$ cat config.mk
export PLATFORM = sky130hd
export DESIGN_NAME = alu_seq_flat
export DESIGN_NICKNAME = d
export VERILOG_FILES = /design/src/rtl/alu_seq_if.sv /design/src/rtl/alu_seq.sv /design/src/flat_wrapper.sv
export SDC_FILE = /design/constraint.sdc
export NUM_CORES = 1
export LEC_CHECK = 0
export CORE_MARGIN = 2
export CORE_UTILIZATION = 40
export DETAILED_ROUTE_END_ITERATION = 10
export PLACE_DENSITY = 0.64
export SETUP_SLACK_MARGIN = 0.05
export SLEW_MARGIN = 20
export SYNTH_ARGS = -nofsm -noshare
export SYNTH_HDL_FRONTEND = slang
export SYNTH_SLANG_ARGS = --single-unit
$ cat constraint.sdc
create_clock -name Clock -period 5.67 [get_ports Clock]
set_input_delay 1.134 -clock Clock [delete_from_list [all_inputs] [get_ports Clock]]
set_output_delay 1.134 -clock Clock [all_outputs]
set_load 0.05 [all_outputs]
$ cat src/rtl/alu_seq_if.sv
// Operation request / result bus between the issuing control FSM and alu_seq.
interface alu_seq_if #(
  parameter int DataWidth = 16,
  parameter int FlagBits  = 4
);
  logic                 InValid;
  logic                 InReady;
  logic [3:0]           FuncOp;
  logic [DataWidth-1:0] A;
  logic [DataWidth-1:0] B;
  logic [FlagBits-1:0]  IFlags;
  logic [DataWidth-1:0] Y;
  logic [FlagBits-1:0]  OFlags;
  logic                 OutValid;

  modport master (output InValid, FuncOp, A, B, IFlags,
                  input  InReady, Y, OFlags, OutValid);
  modport slave  (input  InValid, FuncOp, A, B, IFlags,
                  output InReady, Y, OFlags, OutValid);
endinterface

$ cat src/rtl/alu_seq.sv
// Clocked ALU: single-cycle arithmetic/logic/shift ops, iterative MUL/MULH and
// (when ALU_SEQ_DIV_EN is defined) restoring DIV/MOD, one bit per cycle.
module alu_seq #(
  parameter int DataWidth = 16,
  parameter int FlagBits  = 4
) (
  input  logic     Clock,
  input  logic     Reset_n,
  alu_seq_if.slave io
);
  localparam int W  = DataWidth;
  localparam int SW = $clog2(DataWidth);
  localparam int CW = $clog2(DataWidth + 1);

  typedef enum logic [1:0] {S_IDLE, S_MUL, S_DIV} state_t;

  state_t              state_reg;
  logic [W-1:0]        y_reg;
  logic [W-1:0]        mcand_reg;
  logic [FlagBits-1:0] flags_reg;
  logic                out_valid_reg;
  logic                op_lo_reg;
  logic [2*W-1:0]      acc_reg;
  logic [CW-1:0]       cnt_reg;
`ifdef ALU_SEQ_DIV_EN
  logic                divz_reg;
  logic [W:0]          div_shift;
  logic [W:0]          div_diff;
  logic [2*W-1:0]      div_next;
`endif

  logic           cin_eff;
  logic [SW-1:0]  sh;
  logic [W:0]     add_full, sub_full, shl_full, shr_full, asr_full;
  logic [W-1:0]   alu_y;
  logic           alu_c, alu_v;
  logic [W:0]     mul_sum;
  logic [2*W-1:0] mul_next, iter_next;
  logic [W-1:0]   iter_y;
  logic           iter_c, iter_v;
  logic           unused_iflags;

  assign unused_iflags = ^io.IFlags;

  function automatic logic [FlagBits-1:0] pack_flags(input logic [W-1:0] y,
                                                      input logic c, input logic v);
    logic [FlagBits-1:0] f;
    f      = '0;
    f[3:0] = {y[W-1], (y == '0), c, v};
    return f;
  endfunction

  always_comb begin
    cin_eff  = io.FuncOp[0] & io.IFlags[1];
    sh       = io.B[SW-1:0];
    add_full = {1'b0, io.A} + {1'b0, io.B} + {{W{1'b0}}, cin_eff};
    sub_full = {1'b0, io.A} - {1'b0, io.B} - {{W{1'b0}}, cin_eff};
    // One guard bit on the far side of each shift captures the last bit out.
    shl_full = {1'b0, io.A} << sh;
    shr_full = {io.A, 1'b0} >> sh;
    asr_full = $unsigned($signed({io.A, 1'b0}) >>> sh);
    alu_y    = '0;
    alu_c    = 1'b0;
    alu_v    = 1'b0;
    case (io.FuncOp)
      4'd0, 4'd1: begin
        alu_y = add_full[W-1:0];
        alu_c = add_full[W];
        alu_v = (io.A[W-1] == io.B[W-1]) && (add_full[W-1] != io.A[W-1]);
      end
      4'd2, 4'd3: begin
        alu_y = sub_full[W-1:0];
        alu_c = sub_full[W];
        alu_v = (io.A[W-1] != io.B[W-1]) && (sub_full[W-1] != io.A[W-1]);
      end
      4'd4:  alu_y = io.A & io.B;
      4'd5:  alu_y = io.A | io.B;
      4'd6:  alu_y = io.A ^ io.B;
      4'd7:  alu_y = ~io.A;
      4'd8: begin
        alu_y = shl_full[W-1:0];
        alu_c = (sh == '0) ? io.IFlags[1] : shl_full[W];
      end
      4'd9: begin
        alu_y = shr_full[W:1];
        alu_c = (sh == '0) ? io.IFlags[1] : shr_full[0];
      end
      4'd10: begin
        alu_y = asr_full[W:1];
        alu_c = (sh == '0) ? io.IFlags[1] : asr_full[0];
      end
      4'd11: alu_y = io.B;
`ifndef ALU_SEQ_DIV_EN
      4'd14, 4'd15: alu_v = 1'b1;
`endif
      default: ;
    endcase
  end

  // acc_reg holds {partial product, remaining multiplier} or {remainder, quotient}.
  always_comb begin
    mul_sum   = {1'b0, acc_reg[2*W-1:W]} + (acc_reg[0] ? {1'b0, mcand_reg} : '0);
    mul_next  = {mul_sum, acc_reg[W-1:1]};
    iter_next = mul_next;
    iter_y    = op_lo_reg ? mul_next[2*W-1:W] : mul_next[W-1:0];
    iter_c    = !op_lo_reg && (mul_next[2*W-1:W] != '0);
    iter_v    = iter_c;
`ifdef ALU_SEQ_DIV_EN
    div_shift = {acc_reg[2*W-1:W], acc_reg[W-1]};
    div_diff  = div_shift - {1'b0, mcand_reg};
    div_next  = div_diff[W] ? {div_shift[W-1:0], acc_reg[W-2:0], 1'b0}
                            : {div_diff[W-1:0],  acc_reg[W-2:0], 1'b1};
    if (state_reg == S_DIV) begin
      iter_next = div_next;
      iter_y    = op_lo_reg ? div_next[2*W-1:W] : div_next[W-1:0];
      iter_c    = 1'b0;
      iter_v    = divz_reg;
    end
`endif
  end

  always_ff @(posedge Clock or negedge Reset_n) begin
    if (!Reset_n) begin
      state_reg     <= S_IDLE;
      y_reg         <= '0;
      flags_reg     <= '0;
      out_valid_reg <= 1'b0;
      op_lo_reg     <= 1'b0;
      mcand_reg     <= '0;
      acc_reg       <= '0;
      cnt_reg       <= '0;
`ifdef ALU_SEQ_DIV_EN
      divz_reg      <= 1'b0;
`endif
    end else begin
      out_valid_reg <= 1'b0;
      case (state_reg)
        S_IDLE: begin
          if (io.InValid) begin
            op_lo_reg <= io.FuncOp[0];
            cnt_reg   <= CW'(W);
            if (io.FuncOp == 4'd12 || io.FuncOp == 4'd13) begin
              state_reg <= S_MUL;
              acc_reg   <= {{W{1'b0}}, io.B};
              mcand_reg <= io.A;
            end
`ifdef ALU_SEQ_DIV_EN
            else if (io.FuncOp == 4'd14 || io.FuncOp == 4'd15) begin
              state_reg <= S_DIV;
              acc_reg   <= {{W{1'b0}}, io.A};
              mcand_reg <= io.B;
              divz_reg  <= (io.B == '0);
            end
`endif
            else begin
              y_reg         <= alu_y;
              flags_reg     <= pack_flags(alu_y, alu_c, alu_v);
              out_valid_reg <= 1'b1;
            end
          end
        end
        default: begin
          acc_reg <= iter_next;
          cnt_reg <= cnt_reg - CW'(1);
          if (cnt_reg == CW'(1)) begin
            state_reg     <= S_IDLE;
            y_reg         <= iter_y;
            flags_reg     <= pack_flags(iter_y, iter_c, iter_v);
            out_valid_reg <= 1'b1;
          end
        end
      endcase
    end
  end

  assign io.InReady  = (state_reg == S_IDLE);
  assign io.Y        = y_reg;
  assign io.OFlags   = flags_reg;
  assign io.OutValid = out_valid_reg;
endmodule

$ cat src/flat_wrapper.sv
// flat-port wrapper written by rule: the top's interface ports become plain ports
module alu_seq_flat 
#(
  parameter int DataWidth = 16,
  parameter int FlagBits  = 4
)
  (Clock, Reset_n, io_InValid, io_FuncOp, io_A, io_B, io_IFlags, io_InReady, io_Y, io_OFlags, io_OutValid);
  alu_seq_if #(.DataWidth(DataWidth), .FlagBits(FlagBits)) io_i ();
  input  logic Clock;
  input  logic Reset_n;
  input wire logic [$bits(io_i.InValid)-1:0] io_InValid;
  input wire logic [$bits(io_i.FuncOp)-1:0] io_FuncOp;
  input wire logic [$bits(io_i.A)-1:0] io_A;
  input wire logic [$bits(io_i.B)-1:0] io_B;
  input wire logic [$bits(io_i.IFlags)-1:0] io_IFlags;
  output wire logic [$bits(io_i.InReady)-1:0] io_InReady;
  output wire logic [$bits(io_i.Y)-1:0] io_Y;
  output wire logic [$bits(io_i.OFlags)-1:0] io_OFlags;
  output wire logic [$bits(io_i.OutValid)-1:0] io_OutValid;
  assign io_i.InValid = io_InValid;
  assign io_i.FuncOp = io_FuncOp;
  assign io_i.A = io_A;
  assign io_i.B = io_B;
  assign io_i.IFlags = io_IFlags;
  assign io_InReady = io_i.InReady;
  assign io_Y = io_i.Y;
  assign io_OFlags = io_i.OFlags;
  assign io_OutValid = io_i.OutValid;
  alu_seq #(.DataWidth(DataWidth), .FlagBits(FlagBits)) u_core (.Clock(Clock), .Reset_n(Reset_n), .io(io_i));
endmodule
==> out/qor.csv, run 1 <==
stage,metric,value,unit
status,status,"finished, final reports clean",
yosys,synth-edff-count,0,
pwr,power_switching,2.004,mW
final_layout,area_delta_synth_final,13.25,%
global_routing,grt_pass1_wl,51340,um
route,drtAntennaViolNets,0,
clock_network,insertion_delay,350,ps
yosys,yosys_register_bits,75,
place,dpl.hpwl,24620,um
min_path,hold_path_depth,2,
critical_path,path_cells,clkdlybuf4s50_1 -> nand2_1 -> fa_1 -> inv_1 -> ha_1 -> or2_2 -> fa_1 -> o211ai_1 -> a21oi_1 -> o41ai_1 -> a21boi_0 -> o21ai_0 -> xnor2_1 -> a21oi_1 -> mux2_2 -> o21ai_0,
pwr,pwr-share-clk,0.147,
global_routing,grt_pass1_vias,8686,
yosys,synth_area,9518,sq um
route,vias,9152,
yosys,synth_common_cells,"nand2_1, ha_1, o21ai_0, dfrtp_1, inv_1",
route,drc,0,
critical_path,cp_num_buf_inv,2,
yosys,synth_area_leaders,"dfrtp_1, ha_1, mux4_2",
route,wl_per_cell,22.55,um
clock_network,clkSinkCount,75,
pwr,p_leak,4.647,nW
final_layout,nets,1277,
final_layout,drive_gt1_frac,0.1310,
yosys,yosysTopAreaCell,dfrtp_1,
critical_path,setup.worst_path.class,primary input to flop,
timing,slew_headroom,0.4394,
timing,timing.final.max_slew_violations,0,
clock_network,holdBufCountCts,0,
global_routing,globalRouteOverflowTotal,0,
timing,fin_crit_sh,0.9106,
route,viasPerCell,6.217,
floorplanning,die-area,25040,sq um
global_routing,grt_use_total,0.2689,
clock_network,cts_setup_buffers,0,
pwr,irDropWorstVdd,0.2759,mV
timing,fin_skew,16.97,ps
pwr,p_per_area,386.3,nW/um^2
yosys,ys_warn_count,0,
timing,finalSetupViolCount,0,
timing,rsz0062_at_grt,false,
yosys,seq_area_frac_synth,0.1972,
timing,max_freq,193.7,MHz
clock_network,root_buffer,clkbuf_16,
yosys,syn_avg_cell_area,8.483,sq um
job,maxCapViolations,0,
critical_path,crit_arrival,5420,ps
clock_network,cts.path.max_buffers,2,
floorplanning,die-height,158.3,um
global_routing,grt_antenna_before_repair,1,
route,drt_iter0_drc,876,
yosys,yosysTopAreaCellShare,0.1972,
critical_path,crit_cells,16,
critical_path,cpPeakStageDelay,560,ps
floorplanning,core-area,23400,sq um
clock_network,ctsResizeCount,0,
yosys,synth.most_common_cell,nand2_1,
critical_path,critPathMaxFanout,5,
yosys,syn_inst,1122,
min_path,hold_class,flop to flop,
critical_path,critPathLaunchType,primary input,
yosys,syn_nets,1251,
pwr,switching_share,0.4812,
clock_network,htreeDepth,3,
timing,tns,0,ps
final_layout,antennaDiodeCount,0,
critical_path,worst_path_max_delay_cell,fa_1,
yosys,synthFlopType,dfrtp_1,
global_routing,grt_max_degree,63,
route,wirelength,33190,um
critical_path,path_delay_family,compound AO/OA/AOI/OAI gates,
floorplanning,pin_count,65,
floorplanning,die_x,158.3,um
floorplanning,placementRows,56,
pwr,internal_power,2.160,mW
pwr,power_frac_seq,0.232,
pwr,finalPower,4.164,mW
pwr,p_comb_frac,0.621,
yosys,async_flop_share,1.000,
timing,hold_viol_final,0,
timing,min_period,5163,ps
critical_path,crit_path_end_kind,flop,
critical_path,crit_required,5920,ps
clock_network,path_clk_slew,60,ps
timing,hold_slack,478.9,ps
yosys,synthDistinctLibCells,80,
route,dr.pass1.iters,5,
final_layout,largest_reg_flops,32,
place,numPortBuffers,61,
clock_network,cts_tree,yes,
timing,worst_pin_slew,839.2,ps
floorplanning,initial_core_util,0.4067,
place,routabilityCongestion,0.9769,
clock_network,cts_made_buffers,9,
critical_path,r2r_cells,10,
[power by group through the flow]
| stage | Clock [mW] | Combinational, mW | Sequential [mW] |
|---|---|---|---|
| after floorplan | 0 | 1.62 | 1.13 |
| after global placement | 0 | 2.49 | 0.965 |
| after detailed placement | 0 | 2.56 | 0.974 |
| after CTS | 0.617 | 2.58 | 0.967 |
| after global routing | 0.643 | 2.80 | 0.999 |
| final | 0.610 | 2.59 | 0.966 |
[cell type report]
cell class	count	area, sq um
clock buffers	9	225.2
repair buffers	101	908.4
inverters	73	274.0
well taps	319	399.1
fillers	2344	12620
multi-input cells	888	7007
flip-flops and latches	75	1878
clock inverters	7	87.58
[cell families after synthesis]
logic type | count (synthesis) | share of synthesized area
AND/OR/NAND/NOR | 337 | 0.1855
AO/OA/AOI/OAI | 319 | 0.2247
buffers and inverters | 159 | 0.06941
multiplexers | 117 | 0.1804
adder cells (fa/ha/maj) | 86 | 0.1162
flip-flops | 75 | 0.1972
XOR/XNOR | 29 | 0.02669
[path summary, 6_finish.rpt]
path	startpoint	endpoint	slack, ps
max	io_IFlags[1]	u_core.io.Y[14]	510
min	u_core.io.Y[10]	u_core.io.Y[10]	480
max reg2reg	u_core.acc_reg[0]	u_core.io.OFlags[0]	2060
min reg2reg	u_core.io.Y[10]	u_core.io.Y[10]	480
max in group asynchronous	Reset_n	u_core.state_reg[0]	3950
min in group asynchronous	Reset_n	u_core.io.Y[12]	640
[worst min-delay path, stage by stage (launching register included)]
cell	delay (ps)
dfrtp_1	340
nand2_1	50
o21ai_0	60
[metal layers]
layer / share of wire / wire, um / global-route usage / vias to the layer above
met3: 0.089 / 2938 / 0.04518 / 74
met2: 0.44 / 14750 / 0.4251 / 451
li1: - / - / - / 4227
met5: 0.00036 / 12 / 0 / -
met1: 0.44 / 14530 / 0.3762 / 4398
met4: 0.029 / 957 / 0.08366 / 2
[cell usage in the layout, fill, tap and decap left out, drive strengths merged, types with 20 or more instances in the layout]
cell | netlist | final
o21ai | 81 | 81
nand3 | 27 | 27
mux2 | 35 | 35
nand2 | 84 | 84
a21oi | 54 | 54
dfrtp | 75 | 75
inv | 72 | 77
mux2i | 44 | 44
nor2 | 62 | 62
a21o | 21 | 21
a211oi | 20 | 20
buf | 30 | 45
ha | 82 | 82
clkdlybuf4s50 | 0 | 56
and2 | 24 | 24
mux4 | 38 | 38
[stage by stage]
step	worst slack (ps)	instance area (sq um)	std cells	util
global route	271.7	10780	1472	0.4606
CTS	527.1	10780	1472	0.4606
global placement	219.4	10440	1455	0.4461
finish	506.7	10780	1472	0.4606
floorplan	711.5	9518	1122	-
detailed placement	204.8	10470	1456	0.4472
No activity file was read; power rests on OpenSTA's default activity.
==> run 2, diff against run 1 <==
- CORE_ASPECT_RATIO: unset -> 2
==> run 2 against run 1 <==
- the run now ends with DRC left
- global-route usage grew 2.9 points
- register-to-register slack lost 100 ps
- non-clock buffer count grew 10
- combinational power is essentially flat
- worst hold slack gained 5.2 ps
- die area grew 0.30%
- routed wire length grew 13%
- power grew 1.7%
- design area grew 0.41%
- core utilization grew 0.34 points
- clock skew shrank 8.2 ps
- sequential power grew 5%
- critical path type unchanged
==> out/qor.csv, run 2 (same netlist as run 1, synthesis figures left out) <==
stage,metric,value,unit
route,dr.pass1.iters,9,
clock_network,ctsResizeCount,0,
route,drc,4,
timing,fin_crit_sh,0.9382,
clock_network,root_buffer,clkbuf_16,
critical_path,setup.worst_path.class,primary input to flop,
floorplanning,placementRows,79,
global_routing,grt_pass1_wl,56060,um
floorplanning,die-area,25120,sq um
timing,timing.final.max_slew_violations,0,
global_routing,grt_pass1_vias,9466,
floorplanning,die-height,222.2,um
final_layout,final_cell_mix,"nand2_1, ha_1, o21ai_0",
final_layout,final_common_cell,nand2_1,
min_path,holdCritStartpoint,u_core.io.Y[4],
pwr,p_leak,4.693,nW
clock_network,clkSinkCount,75,
critical_path,crit_required,5970,ps
critical_path,timing.rr.start,u_core.acc_reg[0],
critical_path,r2r_cells,10,
clock_network,cts_tree,yes,
critical_path,rr_endpoint,u_core.io.OFlags[0],
clock_network,path_clk_slew,60,ps
pwr,irDropWorstVdd,0.2052,mV
timing,min_period,5320,ps
final_layout,final_area,10820,sq um
clock_network,insertion_delay,360,ps
critical_path,reg2reg_slack,1960,ps
final_layout,nets,1287,
floorplanning,die_x,113.1,um
clock_network,cts_made_buffers,9,
place,post-place-ws,-19.53,ps
critical_path,crit_arrival,5610,ps
final_layout,area_delta_synth_final,13.71,%
route,viasPerCell,6.490,
critical_path,crit_path_end_kind,flop,
timing,rsz0062_at_grt,false,
pwr,p_per_area,391.3,nW/um^2
timing,max_freq,188.0,MHz
route,wirelength,37370,um
global_routing,globalRouteOverflowTotal,0,
global_routing,grt_antenna_before_repair,2,
clock_network,holdBufCountCts,0,
place,placed_cell_area,10470,sq um
clock_network,cts.path.max_buffers,2,
timing,worst_pin_slew,1075,ps
critical_path,critPathMaxFanout,2,
critical_path,crit_start,io_IFlags[1],
place,dpl.hpwl,29310,um
status,status,"complete, but fails checks",
timing,finalSetupViolCount,0,
place,routabilityCongestion,1.006,
final_layout,drive_gt1_frac,0.1384,
final_layout,largest_reg_flops,32,
clock_network,htreeDepth,3,
final_layout,utilization,0.4640,
floorplanning,initial_core_util,0.4080,
route,drt_iter0_drc,713,
global_routing,grt_use_total,0.2978,
timing,fin_skew,8.783,ps
timing,slew_headroom,0.2835,
global_routing,grt_max_degree,65,
timing,worst_slack,350.4,ps
critical_path,critPathLaunchType,primary input,
min_path,hold_class,flop to flop,
job,maxCapViolations,0,
clock_network,cts_setup_buffers,0,
floorplanning,pin_count,65,
status,violations,DRC,
timing,hold_slack,484.1,ps
route,wl_per_cell,25.84,um
min_path,hold_end,u_core.io.Y[4],
floorplanning,core-area,23330,sq um
route,drtAntennaViolNets,0,
place,numPortBuffers,61,
min_path,hold_path_depth,2,
timing,hold_viol_final,0,
final_layout,antennaDiodeCount,0,
route,vias,9385,
run 2: power by group:
| part | total (mW) | internal (mW) | switching, mW |
|---|---|---|---|
| Clock | 0.636 | 0.388 | 0.248 |
| Combinational | 2.59 | 1.02 | 1.57 |
| Sequential | 1.01 | 0.788 | 0.218 |
run 2: worst max path at each step:
stage                          end  slack (ps)  cells past startpoint
3_3_place_gp   u_core.io.OFlags[2]         -30                     18
5_1_grt            u_core.io.Y[14]         140                     17
3_5_place_dp   u_core.io.OFlags[2]         -20                     18
4_1_cts        u_core.io.OFlags[2]         340                     18
6_report       u_core.io.OFlags[2]         350                     18
2_1_floorplan  u_core.io.OFlags[2]         710                     18
run 2: area by class of cell:
type	instances	area [sq um]
sequential	75	1878
inverter	73	274.0
timing repair buffer	111	983.4
clock buffer	9	225.2
tap	283	354.1
multi-input combinational	888	7007
fill	2356	12500
clock inverter	7	101.3
run 2: routing by layer:
metal	vias to the layer above	GRT usage	part of all wire
li1	4259	-	-
met1	4567	0.3001	0.33
met2	388	0.5090	0.50
met3	171	0.03280	0.045
met4	0	0.3017	0.12
met5	-	0	0
run 2: critical path, stage by stage:
cell,delay (ps)
clkdlybuf4s50_1,550
nand2_1,110
fa_1,540
inv_1,50
ha_1,180
or2_2,310
fa_1,460
o21a_1,220
o221a_2,280
a2111oi_0,430
nor4_1,100
a211oi_1,310
buf_4,170
nand3_1,70
nor4_1,340
buf_4,170
nand4_1,90
nand3_1,90
run 2: metrics by stage:
step,std cells,power [mW],setup TNS (ps)
final,1446,4.235,0
after global routing,1446,4.504,0
after CTS,1445,4.206,0
after detailed placement,1429,3.559,-19.53
after global placement,1429,3.515,-31.43
after floorplan,1122,2.752,0
